File: config.mk
export PLATFORM = sky130hd
export DESIGN_NAME = ca_seed_controller
export DESIGN_NICKNAME = d
export VERILOG_FILES = /design/src/rtl/ca_seed_controller.sv
export SDC_FILE = /design/constraint.sdc
export NUM_CORES = 1
export LEC_CHECK = 0
export BUFFER_PORTS_ARGS = -buffer_cell sky130_fd_sc_hd__buf_2
export CORE_MARGIN = 4
export CORE_UTILIZATION = 35
export CTS_BUF_LIST = sky130_fd_sc_hd__clkbuf_4 sky130_fd_sc_hd__clkbuf_8
export DETAILED_ROUTE_END_ITERATION = 6
export GPL_TIMING_DRIVEN = 0
export PLACE_DENSITY = 0.56
export SYNTH_ARGS = -nofsm -noshare
export SYNTH_HDL_FRONTEND = slang
export SYNTH_SLANG_ARGS = --single-unit
File: constraint.sdc
create_clock -name clock_i -period 5.45 [get_ports clock_i]
set_input_delay 1.09 -clock clock_i [delete_from_list [all_inputs] [get_ports clock_i]]
set_output_delay 1.09 -clock clock_i [all_outputs]
set_load 0.1 [all_outputs]
File: src/rtl/ca_seed_controller.sv
// Seed/copy controller upstream of the CA line engine: writes row 0,
// gates the engine per frame and recycles the final row on KEY3.
module ca_seed_controller #(
  parameter int          H_PIXELS        = 640,
  parameter logic [10:0] ROW0_BASE       = 11'd0,
  parameter logic [10:0] FINAL_BASE      = 11'd1280,
  parameter logic [15:0] LFSR_SEED       = 16'hACE1,
  parameter int          DEBOUNCE_CYCLES = 250000,
  parameter logic [15:0] WHITE           = 16'hFF00,
  parameter logic [15:0] BLACK           = 16'h0000
) (
  input  logic        clock_i,
  input  logic        reset_i,
  input  logic [7:0]  rule_sw_i,
  input  logic        seed_or_random_i,
  input  logic        next_key_n_i,
  input  logic        start_of_frame_i,
  input  logic        frame_done_i,
  input  logic [15:0] mem_read_data_i,
  output logic [10:0] mem_read_address_o,
  output logic [10:0] mem_write_address_o,
  output logic        mem_write_enable_o,
  output logic [15:0] mem_write_data_o,
  output logic [7:0]  rule_o,
  output logic        ca_enable_o,
  output logic        busy_o
);

  localparam int CW = $clog2(H_PIXELS + 1);
  localparam int DW = $clog2(DEBOUNCE_CYCLES + 1);
  localparam logic [CW-1:0] LAST = CW'(H_PIXELS - 1);
  localparam logic [CW-1:0] ENDC = CW'(H_PIXELS);
  localparam logic [CW-1:0] MID  = CW'(H_PIXELS / 2);
  localparam logic [DW-1:0] DMAX = DW'(DEBOUNCE_CYCLES);

  typedef enum logic [2:0] {
    S_CAPTURE, S_SEED, S_WAIT_SOF, S_RUN, S_HOLD, S_COPY
  } state_e;

  state_e        state_q, state_d;
  logic [CW-1:0] cnt_q, cnt_d;
  logic [15:0]   lfsr_q, lfsr_d;
  logic [7:0]    rule_q, rule_d;
  logic          mode_q, mode_d;
  logic          sync1_q, sync2_q;
  logic [DW-1:0] deb_q, deb_d;
  logic          press_q, press_d;

  always_ff @(posedge clock_i or negedge reset_i) begin
    if (!reset_i) begin
      state_q <= S_CAPTURE;
      cnt_q   <= '0;
      lfsr_q  <= LFSR_SEED;
      rule_q  <= '0;
      mode_q  <= 1'b0;
      sync1_q <= 1'b1;
      sync2_q <= 1'b1;
      deb_q   <= '0;
      press_q <= 1'b0;
    end else begin
      state_q <= state_d;
      cnt_q   <= cnt_d;
      lfsr_q  <= lfsr_d;
      rule_q  <= rule_d;
      mode_q  <= mode_d;
      sync1_q <= next_key_n_i;
      sync2_q <= sync1_q;
      deb_q   <= deb_d;
      press_q <= press_d;
    end
  end

  // Press fires once on the step into saturation; a high sample re-arms.
  always_comb begin
    deb_d = deb_q;
    if (sync2_q) deb_d = '0;
    else if (deb_q != DMAX) deb_d = deb_q + DW'(1);
    press_d = !sync2_q && (deb_q == DMAX - DW'(1));
  end

  always_comb begin
    state_d             = state_q;
    cnt_d               = cnt_q;
    lfsr_d              = lfsr_q;
    rule_d              = rule_q;
    mode_d              = mode_q;
    mem_read_address_o  = '0;
    mem_write_address_o = '0;
    mem_write_enable_o  = 1'b0;
    mem_write_data_o    = '0;
    ca_enable_o         = 1'b0;
    busy_o              = 1'b0;
    unique case (state_q)
      S_CAPTURE: begin
        rule_d  = rule_sw_i;
        mode_d  = seed_or_random_i;
        cnt_d   = '0;
        state_d = S_SEED;
      end
      S_SEED: begin
        busy_o              = 1'b1;
        mem_write_enable_o  = 1'b1;
        mem_write_address_o = ROW0_BASE + 11'(cnt_q);
        if (mode_q) begin
          mem_write_data_o = (cnt_q == MID) ? BLACK : WHITE;
        end else begin
          mem_write_data_o = lfsr_q[0] ? BLACK : WHITE;
          lfsr_d = (lfsr_q >> 1) ^ (lfsr_q[0] ? 16'hB400 : 16'h0000);
        end
        if (cnt_q == LAST) begin
          cnt_d   = '0;
          state_d = S_WAIT_SOF;
        end else begin
          cnt_d = cnt_q + CW'(1);
        end
      end
      S_WAIT_SOF: begin
        if (start_of_frame_i) state_d = S_RUN;
      end
      S_RUN: begin
        ca_enable_o = 1'b1;
        if (frame_done_i) state_d = S_HOLD;
      end
      S_HOLD: begin
        if (press_q) begin
          cnt_d   = '0;
          state_d = S_COPY;
        end
      end
      S_COPY: begin
        // Read leads write by one cycle to cover the RAM read latency.
        busy_o = 1'b1;
        if (cnt_q != ENDC) begin
          mem_read_address_o = FINAL_BASE + 11'(cnt_q);
        end
        if (cnt_q != '0) begin
          mem_write_enable_o  = 1'b1;
          mem_write_address_o = ROW0_BASE + 11'(cnt_q - CW'(1));
          mem_write_data_o    = mem_read_data_i;
        end
        if (cnt_q == ENDC) begin
          cnt_d   = '0;
          state_d = S_WAIT_SOF;
        end else begin
          cnt_d = cnt_q + CW'(1);
        end
      end
      default: state_d = S_CAPTURE;
    endcase
  end

  assign rule_o = rule_q;

endmodule

==> flow_summary.json <==
{
  "area_growth_pct": 23.79,
  "antenna_cells": 0,
  "final_nets": 479,
  "die_width_um": 105.8,
  "grt_pass1_wl_um": 13920,
  "dp_slack_ns": 1.838,
  "wl_per_cell_um": 13.97,
  "crit_type": "reg2out",
  "antenna_left": 0,
  "yosys_register_bits": 59,
  "drt_wl_total_um": 8088,
  "grt_overflow": 0,
  "track_usage_pct": 15.28,
  "syn_nets": 391,
  "drt_iter0_markers": 120,
  "hold_class": "reg2reg",
  "hpwlAfterDp_um": 5784,
  "drc": 0,
  "grt_max_degree": 60,
  "clock_latency_ns": 0.34,
  "whs_ns": 0.3596,
  "path_clk_slew_ns": 0.07,
  "cts_sinks": 59,
  "h-tree-depth": 3,
  "postCtsSetupBuffers": 0,
  "ctsLongestPathBuffers": 2,
  "timing.final.crit_share_pct": 72.84,
  "ys.flop_type": "dfrtp_1",
  "layout_min_cycle_time_ns": 3.970,
  "place_congestion": 0.7825,
  "maxSlewHeadroom_pct": 21.33,
  "port_buffers": 77,
  "start_kind": "register",
  "place_area_um2": 3897,
  "powerDensity_nw_per_um2": 624.6,
  "final_util_pct": 44.68,
  "power_mw": 2.590,
  "synthArstFlopShare_pct": 100.0,
  "synth-edff-count": 0,
  "ys_types": 55,
  "dr.pass1.iters": 4,
  "max_cap_violations": 0,
  "coreArea_um2": 9284,
  "drv_slew": 0,
  "hold_violations": 0,
  "cp-end-kind": "output pin",
  "via_count": 2975,
  "arrival_ns": 2.88,
  "fmax_mhz": 251.9,
  "worst_pin_slew_ns": 1.169,
  "grt_pass1_vias": 2894,
  "power.leakage_nw": 1.857,
  "synth_top_area_share_pct": 36.59,
  "cts-resized-gates": 0,
  "hold_buffers": 0,
  "timing.final.ws_setup_ns": 1.480,
  "fp-row-count": 35,
  "die-area_um2": 11200,
  "final_cells": 579,
  "setup_tns_ns": 0,
  "worstPathRequired_ns": 4.36,
  "synthCells": 357,
  "irDropWorstVdd_mv": 0.4103,
  "avgSynthCellArea_um2": 9.386,
  "cts-buffers-inserted": 9,
  "skew_ns": 0.01216,
  "grt_setup_unrepaired": "no",
  "status": "completed",
  "start_util_pct": 36.09,
  "fin_area_um2": 4148,
  "synth_area_leaders": "dfrtp_1, dfstp_2, mux2_2",
  "ios": 79,
  "cp_max_fo": 10,
  "fp.dieH_um": 105.8,
  "dp.cells": 563,
  "yosysSeqAreaShare_pct": 44.44,
  "netlist_area_um2": 3351,
  "cts_root_buf": "clkbuf_8",
  "synth_top_area_cell": "dfrtp_1",
  "yosys_warnings": 0,
  "viasPerCell": 5.138,
  "cts_tree": "built",
  "antenna_found_initial": 0,
  "drive_gt1_share_pct": 30.89,
  "finalSetupViolations": 0
}
-- worst paths after layout --
kind,from,end,slack [ns],cells past startpoint
min,sync1_q$_DFF_PN1_,sync2_q$_DFF_PN1_,0.36,0
max reg2reg,cnt_q[0]$_DFFE_PN0P_,cnt_q[5]$_DFFE_PN0P_,3.08,6
min in group asynchronous,reset_i,deb_q[6]$_DFFE_PN0P_,0.82,1
max in group asynchronous,reset_i,cnt_q[5]$_DFFE_PN0P_,4.13,1
min reg2reg,sync1_q$_DFF_PN1_,sync2_q$_DFF_PN1_,0.36,0
max,state_q[2]$_DFFE_PN0P_,mem_write_address_o[9],1.48,7
-- state kept, by name, summed over array words and instances (netlist names) --
name,count
lfsr_q,16
mode_q,1
deb_q,18
sync2_q,1
rule_o,8
press_q,1
state_q,3
sync1_q,1
cnt_q,10
-- layout by cell type, fill, tap and decap left out, types with 2 or more instances in the layout --
cell type and count:
buf_2 78, dfrtp_1 49, nand2_1 40, nor2_1 26, mux2_2 22, nand3_1 17, a21oi_1 16, clkbuf_1 15
o21ai_0 14, and2_1 13, or3_1 12, inv_1 11, nor3_1 10, dfstp_2 10, clkbuf_8 9, nand4_1 8
xor2_1 8, nand2b_1 6, nor4_1 6, o31ai_1 6, or4_1 5, xnor2_1 5, and3_1 5, a22o_1 4
ha_1 4, nor2b_1 3, or2_2 3, bufinv_16 3, buf_1 2, nand3b_1 2, o311ai_0 2, mux2i_1 2
nor3_2 2, a22oi_1 2, and4_1 2, a221o_1 2, buf_4 2, clkinv_4 2
-- logic make-up after synthesis --
kind of cell	synth area share [%]
muxes	8.327
xor gates and xnor gates	3.398
DFF	44.44
adders and majority gates	1.494
AOI/OAI and AO/OA	10.94
other	0.1119
buffers and inverters	3.996
and+or+nand+nor	27.30
-- power breakdown --
part / leakage (nW) / switching (mW) / total (mW) / internal [mW]
Combinational: 0.991 / 1.14 / 1.45 / 0.310
Sequential: 0.746 / 0.0749 / 0.647 / 0.572
Clock: 0.120 / 0.187 / 0.493 / 0.307
-- cell type report --
class | count | area, µm²
clock inverter | 7 | 123.9
buffer | 21 | 92.59
inverter | 11 | 41.29
tap | 129 | 161.4
sequential | 59 | 1489
timing repair buffer | 77 | 387.9
multi-input combinational | 266 | 1728
fill | 932 | 5136
clock buffer | 9 | 123.9
-- layer usage --
metal	share of wire (%)	track usage, %	up-vias
met1	47	19.73	1405
li1	-	-	1448
met4	2.3	6.938	0
met3	7.3	3.613	18
met5	0	0	-
met2	44	24.23	104
-- Yosys cell counts, types with 3 or more instances --
cell type and number:
dfrtp_1 49, nand2_1 40, nor2_1 26, mux2_2 22, nand3_1 17, a21oi_1 16
clkbuf_1 15, o21ai_0 14, and2_1 13, or3_1 12, inv_1 11, dfstp_2 10
nor3_1 10, nand4_1 8, xor2_1 8, nand2b_1 6, nor4_1 6, o31ai_1 6
and3_1 5, or4_1 5, xnor2_1 5, a22o_1 4, ha_1 4, nor2b_1 3
or2_2 3
-- critical path, cell delays in order, from the launching register on --
cell and delay, ns:
dfrtp_1 0.42, buf_1 0.43, nand3b_1 0.25, a41oi_1 0.37, clkbuf_1 0.33, o311ai_0 0.20
nand3_1 0.12, buf_2 0.43
Note: power is estimated with default switching activity, not from simulation.
